==> config.mk <==
export PLATFORM = sky130hd
export DESIGN_NAME = face_instr_fetch
export DESIGN_NICKNAME = d
export VERILOG_FILES = /design/src/rtl/face_fetch_pkg.sv /design/src/rtl/face_fetch_fifo.sv /design/src/rtl/face_instr_fetch.sv
export SDC_FILE = /design/constraint.sdc
export NUM_CORES = 1
export LEC_CHECK = 0
export ABC_AREA = 1
export BUFFER_PORTS_ARGS = -buffer_cell sky130_fd_sc_hd__clkbuf_2
export CORE_UTILIZATION = 66
export CTS_BUF_LIST = sky130_fd_sc_hd__clkbuf_4 sky130_fd_sc_hd__clkbuf_8
export DETAILED_ROUTE_END_ITERATION = 16
export PLACE_DENSITY_LB_ADDON = 0.08
export SYNTH_ARGS = -nofsm -noshare
export SYNTH_HDL_FRONTEND = slang
export SYNTH_SLANG_ARGS = --single-unit
==> constraint.sdc <==
create_clock -name clk -period 23.4 [get_ports clk]
set_clock_uncertainty 0.1 [all_clocks]
set_input_delay 1.17 -clock clk [delete_from_list [all_inputs] [get_ports clk]]
set_output_delay 1.17 -clock clk [all_outputs]
set_load 0.02 [all_outputs]
==> src/rtl/face_fetch_pkg.sv <==
// Shared types and helpers for the FACE instruction fetch unit.
//   fetch_state_e : fetch FSM states
//   *_DEF, LANES, LANE_BITS, BYTES_PER_* : default geometry (32-bit instr, 64-bit word)
//   lane_slice()  : extracts lane `lane` of a word, most-significant lane first
package face_fetch_pkg;

  typedef enum logic [1:0] {
    IDLE   = 2'd0,
    RUN    = 2'd1,
    HALTED = 2'd2
  } fetch_state_e;

  localparam int INSTR_W_DEF     = 32;
  localparam int WORD_W_DEF      = 64;
  localparam int LANES           = WORD_W_DEF / INSTR_W_DEF;
  localparam int LANE_BITS       = (LANES > 1) ? $clog2(LANES) : 1;
  localparam int BYTES_PER_WORD  = WORD_W_DEF / 8;
  localparam int BYTES_PER_INSTR = INSTR_W_DEF / 8;

  // Widest word the slice helper handles; callers truncate the result.
  localparam int SLICE_MAX_W = 1024;

  // Lane 0 is the top INSTR_W bits of the word, so shift the wanted lane
  // down to bit 0 and let the caller keep the low instr_w bits.
  function automatic logic [SLICE_MAX_W-1:0] lane_slice(
    input logic [SLICE_MAX_W-1:0] word,
    input int unsigned            lane,
    input int unsigned            instr_w,
    input int unsigned            word_w
  );
    return word >> (word_w - (lane + 1) * instr_w);
  endfunction

endpackage

==> src/rtl/face_fetch_fifo.sv <==
// Prefetch FIFO holding {word_addr, word} entries.
//   push/push_data : write an entry (accepted when not full, or when popping)
//   pop            : drop the head entry (ignored when empty)
//   flush          : empty the FIFO; overrides push and pop
//   count/head/full/empty : occupancy and show-ahead head entry
module face_fetch_fifo #(
  parameter int DATA_W = 96,
  parameter int DEPTH  = 4
) (
  input  logic                     clk,
  input  logic                     rst_n,
  input  logic                     push,
  input  logic [DATA_W-1:0]        push_data,
  input  logic                     pop,
  input  logic                     flush,
  output logic [$clog2(DEPTH):0]   count,
  output logic [DATA_W-1:0]        head,
  output logic                     full,
  output logic                     empty
);

  localparam int PTR_W = $clog2(DEPTH);

  logic [DATA_W-1:0] mem [DEPTH];
  logic [PTR_W-1:0]  wr_ptr_q, wr_ptr_d;
  logic [PTR_W-1:0]  rd_ptr_q, rd_ptr_d;
  logic [PTR_W:0]    count_q, count_d;
  logic              do_push, do_pop;

  assign empty   = (count_q == '0);
  assign full    = (count_q == (PTR_W+1)'(DEPTH));
  assign do_pop  = pop && !empty;
  assign do_push = push && (!full || do_pop);

  always_comb begin
    wr_ptr_d = wr_ptr_q;
    rd_ptr_d = rd_ptr_q;
    count_d  = count_q;
    if (flush) begin
      wr_ptr_d = '0;
      rd_ptr_d = '0;
      count_d  = '0;
    end else begin
      if (do_push) wr_ptr_d = wr_ptr_q + PTR_W'(1);
      if (do_pop)  rd_ptr_d = rd_ptr_q + PTR_W'(1);
      case ({do_push, do_pop})
        2'b10:   count_d = count_q + (PTR_W+1)'(1);
        2'b01:   count_d = count_q - (PTR_W+1)'(1);
        default: count_d = count_q;
      endcase
    end
  end

  always_ff @(posedge clk or negedge rst_n) begin
    if (!rst_n) begin
      wr_ptr_q <= '0;
      rd_ptr_q <= '0;
      count_q  <= '0;
    end else begin
      wr_ptr_q <= wr_ptr_d;
      rd_ptr_q <= rd_ptr_d;
      count_q  <= count_d;
    end
  end

  // Storage carries no reset; entries are only visible once counted.
  always_ff @(posedge clk) begin
    if (do_push && !flush) mem[wr_ptr_q] <= push_data;
  end

  assign head  = mem[rd_ptr_q];
  assign count = count_q;

endmodule

==> src/rtl/face_instr_fetch.sv <==
// FACE instruction fetch unit.
//   start/start_addr : begin or restart fetching at a lane-aligned byte address
//   rom_*            : synchronous ROM read port (data one cycle after rom_ren)
//   instr_*          : valid/ready instruction stream, most-significant lane first
//   running/halted   : FSM status; halted is sticky until the next start
//   fetch_count      : saturating count of accepted instructions since start
module face_instr_fetch
  import face_fetch_pkg::*;
#(
  parameter int                 INSTR_W    = INSTR_W_DEF,
  parameter int                 WORD_W     = WORD_W_DEF,
  parameter int                 ADDR_W     = 32,
  parameter int                 FIFO_DEPTH = 4,
  parameter logic [INSTR_W-1:0] HALT_INSTR = '1
) (
  input  logic               clk,
  input  logic               rst_n,
  input  logic               start,
  input  logic [ADDR_W-1:0]  start_addr,
  output logic               rom_ren,
  output logic [ADDR_W-1:0]  rom_raddr,
  input  logic [WORD_W-1:0]  rom_rdata,
  output logic               instr_valid,
  input  logic               instr_ready,
  output logic [INSTR_W-1:0] instr,
  output logic [ADDR_W-1:0]  instr_pc,
  output logic               running,
  output logic               halted,
  output logic [31:0]        fetch_count
);

  localparam int NLANES   = WORD_W / INSTR_W;
  localparam int LBITS    = (NLANES > 1) ? $clog2(NLANES) : 1;
  localparam int WBYTES   = WORD_W / 8;
  localparam int IB_SHIFT = $clog2(INSTR_W / 8);
  localparam int CNT_W    = $clog2(FIFO_DEPTH) + 1;
  localparam int ENTRY_W  = ADDR_W + WORD_W;
  localparam logic [LBITS-1:0] LAST_LANE = LBITS'(NLANES - 1);

  fetch_state_e       state_q, state_d;
  logic [ADDR_W-1:0]  fetch_addr_q, fetch_addr_d;
  logic [ADDR_W-1:0]  ret_addr_q, ret_addr_d;
  logic [LBITS-1:0]   lane_q, lane_d;
  logic               inflight_q, inflight_d;
  logic               kill_q, kill_d;
  logic [31:0]        count_q, count_d;

  logic [CNT_W-1:0]   fifo_count;
  logic [ENTRY_W-1:0] fifo_head;
  logic               fifo_full, fifo_empty;
  logic               fifo_push, fifo_pop, fifo_flush;
  logic [ADDR_W-1:0]  head_addr;
  logic [WORD_W-1:0]  head_word;
  logic [INSTR_W-1:0] lane_instr;
  logic               valid_c, accept, halt_acc, ren_c;
  logic [LBITS-1:0]   start_lane;

  // A return is pushed unless a start/halt in the issuing cycle killed it.
  assign fifo_push  = inflight_q && !kill_q;
  assign fifo_pop   = accept && (lane_q == LAST_LANE);
  assign fifo_flush = start || halt_acc;

  face_fetch_fifo #(
    .DATA_W (ENTRY_W),
    .DEPTH  (FIFO_DEPTH)
  ) u_fifo (
    .clk       (clk),
    .rst_n     (rst_n),
    .push      (fifo_push),
    .push_data ({ret_addr_q, rom_rdata}),
    .pop       (fifo_pop),
    .flush     (fifo_flush),
    .count     (fifo_count),
    .head      (fifo_head),
    .full      (fifo_full),
    .empty     (fifo_empty)
  );

  assign head_addr  = fifo_head[ENTRY_W-1 -: ADDR_W];
  assign head_word  = fifo_head[WORD_W-1:0];
  assign lane_instr = INSTR_W'(lane_slice(SLICE_MAX_W'(head_word), 32'(lane_q),
                                          INSTR_W, WORD_W));

  assign valid_c  = (state_q == RUN) && !fifo_empty;
  assign accept   = valid_c && instr_ready;
  assign halt_acc = accept && (lane_instr == HALT_INSTR);
  // The in-flight read already owns a FIFO slot, so count it against depth.
  assign ren_c    = (state_q == RUN) && !fifo_full &&
                    ((32'(fifo_count) + 32'(inflight_q)) < 32'(FIFO_DEPTH));
  assign start_lane = (NLANES > 1) ? LBITS'(start_addr >> IB_SHIFT) : '0;

  // FSM next state
  always_comb begin
    state_d = state_q;
    case (state_q)
      IDLE:    if (start) state_d = RUN;
      RUN:     if (start) state_d = RUN;
               else if (halt_acc) state_d = HALTED;
      HALTED:  if (start) state_d = RUN;
      default: state_d = IDLE;
    endcase
  end

  // Datapath next state
  always_comb begin
    fetch_addr_d = fetch_addr_q;
    ret_addr_d   = ret_addr_q;
    lane_d       = lane_q;
    count_d      = count_q;
    inflight_d   = ren_c;
    kill_d       = start || halt_acc;
    if (ren_c) ret_addr_d = fetch_addr_q;

    if (start) begin
      fetch_addr_d = start_addr & ~ADDR_W'(WBYTES - 1);
      lane_d       = start_lane;
      count_d      = '0;
    end else begin
      if (ren_c) fetch_addr_d = fetch_addr_q + ADDR_W'(WBYTES);
      if (halt_acc)    lane_d = '0;
      else if (accept) lane_d = (lane_q == LAST_LANE) ? '0 : lane_q + LBITS'(1);
      if (accept && (count_q != '1)) count_d = count_q + 32'd1;
    end
  end

  always_ff @(posedge clk or negedge rst_n) begin
    if (!rst_n) begin
      state_q      <= IDLE;
      fetch_addr_q <= '0;
      ret_addr_q   <= '0;
      lane_q       <= '0;
      inflight_q   <= 1'b0;
      kill_q       <= 1'b0;
      count_q      <= '0;
    end else begin
      state_q      <= state_d;
      fetch_addr_q <= fetch_addr_d;
      ret_addr_q   <= ret_addr_d;
      lane_q       <= lane_d;
      inflight_q   <= inflight_d;
      kill_q       <= kill_d;
      count_q      <= count_d;
    end
  end

  assign rom_ren     = ren_c;
  assign rom_raddr   = fetch_addr_q;
  assign instr_valid = valid_c;
  assign instr       = valid_c ? lane_instr : '0;
  assign instr_pc    = valid_c ? head_addr + (ADDR_W'(lane_q) << IB_SHIFT) : '0;
  assign running     = (state_q == RUN);
  assign halted      = (state_q == HALTED);
  assign fetch_count = count_q;

endmodule

; Word-level counts from Yosys, hierarchy flattened
; Memories as Yosys holds them, arrays and structs flattened.
; Cells that the tools add are included.
; Widths: inputs -> output; s select.
[totals]
regBits = 108
ramBits = 384
inputBits = 100
word_cells = 82
memories = 1
[op_classes]
n_addsub = 11
n_lt_le_gt_ge = 1
eq_ne = 9
n_shift = 1
mux = 22
reduce_logical = 27
[memory_table]
columns = memory, depth, width, rd, rd_ports_with_merged_regs, wr, line
row1 = u_fifo.mem, 4, 96, 1, 0, 1, face_fetch_fifo.sv:24  ; logic [DATA_W-1:0] mem [DEPTH];
[op_table]
columns = cell, n
row1 = $mux 32, 6
row2 = $shr 64x32->32, 1
row3 = $add 32x1->32 const B, 1
row4 = $add 32x3->32, 1
row5 = $add 32x4->32 const B, 1
row6 = $eq 32x32->1 const B, 1
row7 = $ne 32x32->1 const B, 1
row8 = $mux 2, 7
row9 = $logic_and 1x1->1, 11
row10 = $reduce_bool 2->1, 4
row11 = $sub 7x7->8 const A, 1
row12 = $mux 1, 6
row13 = $pmux 3 s2, 1
row14 = $reduce_bool 3->1, 2
row15 = $add 2x1->2 const B, 2
row16 = $add 3x1->4, 1
row17 = $eq 2x1->1 const B, 2
row18 = $eq 2x2->1 const B, 2
row19 = $logic_not 1->1, 4
row20 = $lt 4x3->1 const B, 1
row21 = $pmux 2 s2, 1
row22 = $add 3x1->3 const B, 1
row23 = $eq 3x3->1 const B, 1
row24 = $logic_not 3->1, 1
row25 = 10 further kinds, 11

; Logic depth before layout (Yosys ltp)
; Gate-level depths: netlist (run 1).
[logic_depth]
depth_word = 11
ltp_mapped = 17
mapped_depth_nobuf = 15

; Modules after synthesis
; Synthesis (run 1) repeated with hierarchy kept, for this count alone.
[hier_totals]
cells_unflattened = 2165
hier_area_um2 = 21924.8
[by_module_without_submodules]
columns = mod, instances, cells_per_inst, area_per_inst_um2, seq_area_each_um2
row1 = face_fetch_fifo, 1, 995, 14712.9, 11706.2
row2 = face_instr_fetch, 1, 1170, 7211.9, 2377.3

; Worst setup path before layout (run 1)
; Ideal clock, no wire load.
[synth_timing]
kind = input to register
startpoint = input port instr_ready
endpoint = memory u_fifo.mem[0][0], enable pin
setup_time_ns = 0.658
arrival_time_ns = 8.040
slack_ns = 14.602
path_stages = 6
n_path_buf = 0
cell_sequence = inv_1 nor2_4 nand2_2 nand3_1 nand2_1 nor3_1
[synth_via]
elab_chain_cells = 8
elab_cells_between_ends = 11
cone_classes = 2 x mux / 9 x reduce/logical
[synth_lines]
columns = element, line
row1 = from (decl), face_instr_fetch.sv:24  ; input logic instr_ready,
row2 = $logic_and 1x1->1 *, face_instr_fetch.sv:85  ; assign accept = valid_c && instr_ready;
row3 = $logic_and 1x1->1, face_instr_fetch.sv:60  ; assign fifo_pop = accept && (lane_q == LAST_LANE);
row4 = $logic_and 1x1->1, face_fetch_fifo.sv:32  ; assign do_pop = pop && !empty;
row5 = $logic_or 1x1->1, face_fetch_fifo.sv:33  ; assign do_push = push && (!full || do_pop);
row6 = $logic_and 1x1->1, face_fetch_fifo.sv:33
row7 = $logic_and 1x1->1 *, face_fetch_fifo.sv:68  ; if (do_push && !flush) mem[wr_ptr_q] <= push_data;
row8 = $mux 1 *, face_fetch_fifo.sv:68
row9 = $mux 1 (not written as such) *, face_fetch_fifo.sv:68
row10 = to (decl), face_fetch_fifo.sv:24
; Every way passes the cells marked *; elsewhere a longest branch is shown, timed or not.

; Worst setup path in the final report (run 1)
[layout_timing]
startpoint = register u_fifo.rd_ptr_q[0]
endpoint = memory u_fifo.mem[1][18], enable pin
[layout_via]
elab_chain_cells = 9
[layout_lines]
columns = element, line
row1 = from (decl), face_fetch_fifo.sv:26  ; logic [PTR_W-1:0] rd_ptr_q, rd_ptr_d;
row2 = from (signal assigned), face_fetch_fifo.sv:61  ; rd_ptr_q <= rd_ptr_d;
row3 = $mem_v2 4x96, --
row4 = $shr 64x32->32, face_fetch_pkg.sv:31  ; return word >> (word_w - (lane + 1) * instr_w);
row5 = $eq 32x32->1, face_instr_fetch.sv:86  ; assign halt_acc = accept && (lane_instr == HALT_INSTR);
row6 = $logic_and 1x1->1, face_instr_fetch.sv:86
row7 = $logic_or 1x1->1, face_instr_fetch.sv:61  ; assign fifo_flush = start || halt_acc;
row8 = named net fifo_flush, face_instr_fetch.sv:51  ; logic fifo_push, fifo_pop, fifo_flush;
row9 = $logic_not 1->1, face_fetch_fifo.sv:68
row10 = $logic_and 1x1->1, face_fetch_fifo.sv:68
row11 = $mux 1, face_fetch_fifo.sv:68
row12 = $mux 1 (not written as such), face_fetch_fifo.sv:68
; The timed path passes the listed nets, and every way through them passes these cells.

==> results.tsv, run 1 <==
metric	value	unit
status	finished clean	
nets@finish	2525	
sequential fraction of the synthesis area	64.0	%
most common library cells after synthesis	603 x nand2_1, 372 x edfxtp_1, 283 x nor2_1	
share of async-settable or async-resettable flops after synthesis	21.5	%
vias	15903	
postcts setup bufs	0	
Power Density	103	nW/um2
number of synthesized flops with an enable pin	372	
Syn Area/Cell	9.79	um2
Remaining DRCs	0	
row count	65	
Antenna Nets Post-Route	0	
share of Yosys cell area claimed by the top area cell type	52.1	%
cell mode on critical path	nand2_1	
largest net degree at the start of global routing	113	
Setup TNS Final	0	ps
CP Cell Sequence	inv_4, buf_4, nand2_1, nand3_1, nand2_1, nand2_1, nand2_1, nand2_1, nor2_1, nand2_1, nor2_1, nand3_2, nand2_2, nor3_4, buf_4	
Crit path max-delay family	buffers and inverters	
slowest CP cell	buf_4	
Max clock buf depth	3	
All-Layer GR Usage	29.9	%
clock tree sinks	474	
Cell Area, Synth	21400	um2
H-tree levels	3	
drt pass-1 iters	7	
CTS resizes	0	
worst r2r path cells	15	
Post-synth top flop	edfxtp_1	
Die Area	33200	um2
critical path peak fanout	112	
WP depth	15	
Worst Path Buf+Inv	3	
CTS tree	yes	
r2r startpoint	u_fifo.rd_ptr_q[0]	
share of cells above drive strength 1	16.2	%
Worst EP arrival	5530	ps
worst-margin pin slew	1160	ps
Leakage	10.3	nW
normalized max-slew margin	22.5	%
per-cell routed wire length	16.8	um
CP startpoint	u_fifo.rd_ptr_q[0]	
IO Port Bufs	224	
cell area after layout	24300	um2
Root Driver	clkbuf_8	
final wirelength	49100	um
Yosys top cell by area	edfxtp_1	
worst setup path endpoint	u_fifo.mem[1][18]	
Mapped Cells	2190	
Reg-to-Reg End	u_fifo.mem[1][18]	
RSZ-0062 raised after global routing	false	
Setup violations, final	0	
YS warnings	0	
Inserted Clock Buffers	75	
gpl congestion	0.919	
core area	31800	um2
register-to-register setup slack	17960	ps
Yosys cell types	45	
I/O pin count	232	
global route overflow	0	
period utilisation layout	23.3	%
Hold WC Path Type	reg2reg	
Initial Utilization	67.4	%
clock transition at the registers of the reported paths	60	ps
most frequent cell after synthesis	nand2_1	
first-pass GRT wire length	77500	um
Area Overhead vs Synth	13.2	%
number of antenna violations at the first check in global routing	6	
Final Max Tran Viols	0	
Initial DRC Count	1467	
Synth area leaders	edfxtp_1 52%, dfrtp_1 12%, nand2_1 11%	
Max Fclk	184	MHz
Hold Buf Count CTS	0	
Hold Fails Final Rpt	0	
min Tclk post-route	5440	ps
# Max-Cap Violations	0	
vias in the first global route	15269	
Worst Setup Start Kind	register	
VDD IR max	0.0000695	V
die height	182	um
CP endpoint kind	register	
Placed Area	22700	um2
hpwl dp	30600	um
Clock Latency Late Sink	590	ps
Synth Register Bits	474	
vias per cell	5.46	
Worst Path Required	23490	ps
crit-path max cell delay	990	ps
crit path kind	reg2reg	
die width	182	um
==> per-stage QoR <==
step	util, %	setup slack [ps]	cells	hold slack [ps]	power [mW]
final	76.4	17960	2915	422	2.51
after global routing	76.4	17550	2915	444	2.64
after CTS	76.3	17490	2910	422	2.52
after detailed placement	71.5	17510	2774	408	1.82
after global placement	71.5	17610	2774	389	1.80
after floorplan	-	14600	2195	376	1.60
==> worst min-delay path by stage <==
stage | from | end | slack, ps | cells after the start
after CTS | fetch_count[17] | fetch_count[17] | 420 | 1
final | fetch_count[7] | fetch_count[7] | 420 | 1
after detailed placement | ret_addr_q[19] | u_fifo.mem[1][83] | 410 | 0
after floorplan | ret_addr_q[3] | u_fifo.mem[0][67] | 380 | 0
after global placement | ret_addr_q[18] | u_fifo.mem[1][82] | 390 | 0
after global routing | ret_addr_q[23] | u_fifo.mem[3][87] | 440 | 0
==> power breakdown <==
group / internal, mW / total (mW) / leakage [nW] / switching [mW]
logic: 0.191 / 0.692 / 4.81 / 0.501
clock network: 0.384 / 0.696 / 0.810 / 0.311
registers: 1.04 / 1.12 / 4.68 / 0.0833
total: 1.61 / 2.51 / 10.3 / 0.895
==> layout make-up <==
cell class / count / area (um2)
antenna: 4 / 10.0
clock buffer: 105 / 1300
clock inverter: 31 / 211
fill: 2206 / 7520
inverter: 228 / 858
multi-input combinational: 1392 / 6330
sequential: 474 / 13700
tap: 435 / 544
timing repair buffer: 246 / 1300
==> layout by cell type (no fill, tap or decap), types with 37 or more instances in the layout <==
master,instances
edfxtp_1,372
dfrtp_1,100
a21oi_1,45
inv_1,220
nand2_1,603
o21ai_0,102
nand3_1,154
nor3_1,37
clkbuf_8,82
nor2_1,283
clkbuf_2,223
==> flip-flops by register name, summed over array words and instances, names as in the netlist <==
register         cells
u_fifo.rd_ptr_q      2
u_fifo.wr_ptr_q      2
lane_q               1
ret_addr_q          29
state_q              2
u_fifo.mem         372
u_fifo.count         3
rom_raddr           29
fetch_count         32
inflight_q           1
kill_q               1
==> cell families after synthesis <==
logic type	count (synthesis)	synth area share [%]
compound gates	206	5.39
xor+xnor	41	1.67
fa+ha+maj	8	0.502
buf+inv	329	6.69
flops	474	64.0
other cells	1	0.0175
simple gates	1131	21.7
==> metal layers <==
metal  up-vias  track usage [%]  part of all wire [%]
li1       7694                -                     -
met5         -                0                 0.047
met2       632             49.7                    48
met4         4             10.1                   2.1
met3        71             5.57                   8.4
met1      7502             40.1                    41
==> worst reg2reg max path, delay by kind of cell (launching register included) <==
| kind | cells | cell delay [ps] |
|---|---|---|
| DFF | 1 | 700 |
| buffers and inverters | 3 | 2260 |
| and+or+nand+nor | 12 | 1970 |
Note: power is estimated with default switching activity, not from simulation.
==> run 2: changes to the inputs <==
Settings changed: CORE_UTILIZATION 66 to 61.
Clock period 23.4 ns to 5.5 ns, I/O delays scaled along.
==> run 2 against run 1 <==
Sequential share of layout area shrank 2.6 points. Clock power grew to 4.5 times the previous value. Critical endpoint is now u_fifo.mem[2][4]. Sequential power grew to 4.2 times the previous value. Utilization shrank 2.7 points. Die area grew 8.1%. Largest power group unchanged. First-iteration DRC count shrank 18%. Register-to-register slack lost 17000 ps. Combinational power grew to 4.4 times the previous value.
==> results.tsv, run 2 (synthesis results as in run 1) <==
metric	value	unit
normalized max-slew margin	27.1	%
footprint of the multi-input gates	6350	um2
core area	34500	um2
CP endpoint kind	register	
nets@finish	2621	
worst setup path endpoint	u_fifo.mem[2][4]	
critical path peak fanout	48	
Worst Setup Start Kind	register	
Hold WC Path Type	in2reg	
first-pass GRT wire length	79700	um
die height	189	um
gpl congestion	0.926	
die width	189	um
Area Overhead vs Synth	18.6	%
Setup TNS Final	0	ps
CP Cell Sequence	inv_2, buf_4, nand3_1, nand2_1, nand2_1, nand2_1, nand2_1, nor2_1, nand2_1, nor2_1, nand3_2, nand2_2, nor3_4, buf_12	
Antenna Cells	0	
Root Driver	clkbuf_8	
Initial DRC Count	1197	
Layout Cells excl Fill	3029	
cell mode on critical path	nand2_1	
Antenna Nets Post-Route	0	
Comb power frac	28.0	%
Most flops, register	u_fifo.mem	
sequential share of power	43.5	%
Worst Hold Slack	88.9	ps
crit path kind	reg2reg	
Die Area	35900	um2
most frequent cells in the layout	603 x nand2_1, 372 x edfxtp_1, 283 x nor2_1	
share of cells above drive strength 1	15.6	%
VDD IR max	0.000296	V
CTS tree	yes	
RSZ-0062 raised after global routing	false	
All-Layer GR Usage	28.5	%
commonest non-fill, non-tap cell in the layout	nand2_1	
Final Max Tran Viols	0	
IO Port Bufs	224	
period utilisation layout	78.2	%
CP startpoint	u_fifo.rd_ptr_q[1]	
# Max-Cap Violations	0	
final wirelength	49900	um
Worst Path Required	5660	ps
Placed Area	22900	um2
Inserted Clock Buffers	76	
largest net degree at the start of global routing	213	
Remaining DRCs	0	
hpwl dp	30100	um
worst-margin pin slew	1090	ps
r2r startpoint	u_fifo.rd_ptr_q[1]	
max reg flops	372	
H-tree levels	3	
min Tclk post-route	4300	ps
Reg area	13700	um2
number of antenna violations at the first check in global routing	0	
vias	16231	
row count	68	
number of fill cells	2492	
global route overflow	0	
worst r2r path cells	14	
Leakage	10.8	nW
Setup violations, final	0	
vias in the first global route	15860	
register-to-register setup slack	1200	ps
Power Density	430	nW/um2
vias per cell	5.36	
Switch Pwr	3.86	mW
Max Fclk	233	MHz
I/O pin count	232	
Hold Fails Final Rpt	0	
Worst EP arrival	4460	ps
HP Start	instr_ready	
clock transition at the registers of the reported paths	60	ps
placed cells	2795	
postcts setup bufs	0	
drt pass-1 iters	6	
status	finished clean	
Initial Utilization	62.1	%
cell area after layout	25400	um2
Reg-to-Reg End	u_fifo.mem[2][4]	
crit-path max cell delay	850	ps
Clock Power Share	28.6	%
Max clock buf depth	3	
per-cell routed wire length	16.5	um
slowest CP cell	dfrtp_4	
switching portion of total power	35.3	%
clock tree sinks	474	
P_int	7.07	mW
Clock Latency Late Sink	620	ps
[run 2: cell types whose count changed in the layout (fill, tap and decap cells not counted), sizes merged]
cell,delta
bufinv,+3
inv,-2
clkbuf,+1
clkinv,-1
clkinvlp,+2
diode,-4
dlygate4sd3,+95
[run 2: worst min-delay path by stage]
stage,cells past startpoint,end
after CTS,5,lane_q
after detailed placement,1,rom_raddr[31]
final,5,lane_q
after global placement,1,rom_raddr[31]
after global routing,5,lane_q
after floorplan,0,fetch_count[0]
[run 2: critical path: cells and delay by family (launching register included)]
family | cells | cell delay (ps)
buffers and inverters | 3 | 1310
DFF | 1 | 850
and+or+nand+nor | 11 | 1610
[run 2: cell type report]
| cell class | count | area share, % |
|---|---|---|
| Clock buffer | 106 | 5.12 |
| Clock inverter | 33 | 1.15 |
| Inverter | 228 | 3.38 |
| Multi-Input combinational cell | 1392 | 25.0 |
| Sequential cell | 474 | 54.0 |
| Tap cell | 455 | 2.24 |
| Timing Repair Buffer | 341 | 9.15 |
[run 2: layer usage]
| metal | global-route usage [%] | wire length, um | vias to the layer above |
|---|---|---|---|
| li1 | - | - | 7892 |
| met1 | 37.3 | 20700 | 7601 |
| met2 | 47.8 | 24200 | 649 |
| met3 | 4.58 | 3740 | 89 |
| met4 | 11.0 | 1290 | 0 |
| met5 | 0 | 0 | - |
[run 2: power groups by stage]
stage	clock, mW	sequential (mW)	combinational (mW)
6_report	3.12	4.75	3.06
3_3_place_gp	0	4.78	2.93
4_1_cts	3.18	4.74	3.06
2_1_floorplan	0	4.81	1.99
5_1_grt	3.34	4.80	3.37
3_5_place_dp	0	4.81	2.99
[run 2: repair_timing]
item	CTS	global route
resized for setup	0	0
endpoints found under the hold margin	347	0
hold buffers	95	0
[run 2: per-stage QoR]
step	utilization [%]	total power [mW]	worst slack (ps)
CTS	73.6	11.0	1190
finish	73.6	10.9	1200
global route	73.6	11.5	928
global placement	66.2	7.71	1280
floorplan	-	6.80	-281
detailed placement	66.2	7.80	1230
==> run 3: changes to the inputs <==
Settings changed: ABC_AREA 1 to 0, CORE_UTILIZATION 61 to 60.
Clock period 5.5 ns to 4.5 ns, I/O delays scaled along.
==> run 3 against run 2 <==
Sequential cell count unchanged. Sequential power rose by 21%. Die area down 5.6%. Total power grew 14%. Critical path type unchanged. First-iteration DRC count shrank 32%. Register-to-register slack lost 700 ps. Maximum frequency rose by 7.4%. Wire length shrank 18%. Critical endpoint is now u_fifo.mem[2][73]. Global-route usage decreased by 3.3 points.
==> results.tsv, run 3 <==
metric	value	unit
status	finished clean	
global route overflow	0	
Clock Latency Late Sink	600	ps
Area Overhead vs Synth	20.5	%
drt pass-1 iters	4	
Post-synth top flop	edfxtp_1	
nets@finish	1714	
vias in the first global route	12015	
postcts setup bufs	0	
H-tree levels	3	
fin worst setup slack	497	ps
Layout Cells excl Fill	2108	
Mapped Cells	1242	
Remaining DRCs	0	
cell mode on critical path	buf_4	
crit-path max cell delay	770	ps
Compound-Gate Fraction of Synth Area	1.69	%
CP Cell Sequence	buf_4, mux2_2, nor3b_1, nor4_1, nand4_1, o31ai_4, nor3_4, buf_4	
sequential fraction of the synthesis area	69.0	%
per-cell routed wire length	19.4	um
Yosys cell types	57	
Cell Area, Synth	19900	um2
Yosys top cell by area	edfxtp_1	
vias	11838	
post-synthesis xor/xnor area fraction	2.99	%
row count	66	
Max clock buf depth	3	
Most flops, register	u_fifo.mem	
Post-Synth Simple-Gate Area	10.3	%
IO Port Bufs	224	
Power Density	521	nW/um2
Root Driver	clkbuf_8	
die width	184	um
Synth area leaders	edfxtp_1 56%, dfrtp_1 13%, mux4_2 8.3%	
commonest non-fill, non-tap cell in the layout	edfxtp_1	
min Tclk post-route	4000	ps
normalized max-slew margin	33.9	%
most frequent cell after synthesis	edfxtp_1	
Hold Fails Final Rpt	0	
mux contribution to synthesized area	12.7	%
core area	32600	um2
Post-Synth Adder-Cell Area	0.541	%
Worst Path Required	4620	ps
Inserted Clock Buffers	76	
number of synthesized flops with an enable pin	372	
share of Yosys cell area claimed by the top area cell type	56.2	%
final wirelength	40900	um
vias per cell	5.62	
period utilisation layout	89.0	%
RSZ-0062 raised after global routing	false	
Synth Register Bits	474	
Leakage	8.89	nW
number of fill cells	2115	
Worst Hold Slack	121	ps
Hold WC Path Type	in2async	
number of antenna violations at the first check in global routing	1	
clock tree sinks	474	
All-Layer GR Usage	25.2	%
Setup TNS Final	0	ps
Worst Setup Start Kind	register	
Die Area	33900	um2
first-pass GRT wire length	64300	um
slowest CP cell	dfrtp_2	
largest net degree at the start of global routing	93	
critical path peak fanout	57	
Final Max Tran Viols	0	
share of cells above drive strength 1	28.3	%
Initial Utilization	61.0	%
Initial DRC Count	817	
main combinational cell family by area after synthesis	multiplexers	
clock transition at the registers of the reported paths	60	ps
CP endpoint kind	register	
most common library cells after synthesis	372 x edfxtp_1, 152 x nand2_1, 102 x dfrtp_1	
# Max-Cap Violations	0	
die height	184	um
worst-margin pin slew	983	ps
I/O pin count	232	
pre-CTS setup slack	479	ps
Antenna Nets Post-Route	0	
Syn Area/Cell	16.0	um2
CTS tree	yes	
hpwl dp	25200	um
gpl congestion	0.881	
YS warnings	0	
max reg flops	372	
Final Util	73.5	%
VDD IR max	0.000263	V
most frequent cells in the layout	372 x edfxtp_1, 223 x clkbuf_2, 151 x nand2_1	
share of async-settable or async-resettable flops after synthesis	21.5	%
crit path kind	reg2reg	
Worst EP arrival	4120	ps
Max Fclk	250	MHz
Setup violations, final	0	
placed cells	1872	
[run 3: changes by cell type after synthesis, moves of 18 or more]
cell and delta:
xnor2_1 +40, mux4_1 +18, mux2i_1 +36, buf_2 -22, nand2_1 -451, and3_1 +24
a21oi_1 -40, mux4_2 +73, nand3_1 -124, o21ai_0 -64, inv_1 -204, nor2_1 -191
[run 3: cell families (layout without fill, tap and decap cells)]
family                     count (synthesis)  after routing
AOI/OAI and AO/OA                         58             58
xor gates and xnor gates                  68             68
adders and majority gates                  8              8
buffers and inverters                     84            502
DFF                                      474            474
muxes                                    131            131
other                                      1              7
and+or+nand+nor                          418            418
[run 3: final timing paths]
| path | startpoint | to | slack [ps] | cells after the start |
|---|---|---|---|---|
| setup reg to reg | lane_q | u_fifo.mem[2][73] | 500 | 8 |
| max in group asynchronous | rst_n | u_fifo.rd_ptr_q[1] | 3280 | 3 |
| setup / recovery | lane_q | u_fifo.mem[2][73] | 500 | 8 |
| hold reg to reg | ret_addr_q[11] | u_fifo.mem[1][75] | 420 | 0 |
| hold / removal | rst_n | fetch_count[31] | 120 | 2 |
| min in group clk | start_addr[18] | rom_raddr[18] | 270 | 4 |
[run 3: per-stage QoR]
| stage | power, mW | area (um2) |
|---|---|---|
| 6_report | 12.5 | 24000 |
| 5_1_grt | 13.1 | 24000 |
| 4_1_cts | 12.6 | 24000 |
| 3_5_place_dp | 8.77 | 21400 |
| 3_3_place_gp | 8.70 | 21400 |
| 2_1_floorplan | 7.81 | 20000 |
[run 3: repair_timing]
action	in CTS	in global routing
hold buffers	98	0
hold endpoints to repair	338	0
gates resized for setup	0	0
[run 3: layout make-up]
| cell class | count | area (um2) | share of cell area [%] |
|---|---|---|---|
| clock buffers | 107 | 1320 | 5.52 |
| diodes | 1 | 2.50 | 0.0104 |
| flip-flops and latches | 474 | 13700 | 57.3 |
| multi-input cells | 689 | 5700 | 23.8 |
| well taps | 442 | 553 | 2.31 |
| repair buffers | 349 | 2340 | 9.78 |
| inverters | 16 | 60.1 | 0.251 |
| clock inverters | 30 | 263 | 1.10 |
[run 3: per-layer routing]
metal  global-route usage, %  wire length (um)  up-vias
li1                        -                 -     5472
met2                    41.2             20000      394
met5                       0                 0        -
met4                    7.97               776        0
met3                    5.67              2750       52
met1                    33.9             17300     5920
[run 3: report_power, final]
| part | internal, mW | switching [mW] | total [mW] |
|---|---|---|---|
| Clock | 2.18 | 1.59 | 3.77 |
| Sequential | 5.34 | 0.393 | 5.73 |
| Combinational | 1.11 | 1.88 | 3.00 |
[run 3: critical path, delay by kind of cell, from the launching register on]
family / cells / cell delay, ps
DFF: 1 / 770
muxes: 1 / 390
AOI/OAI and AO/OA: 1 / 180
and+or+nand+nor: 4 / 1010
buffers and inverters: 2 / 1120
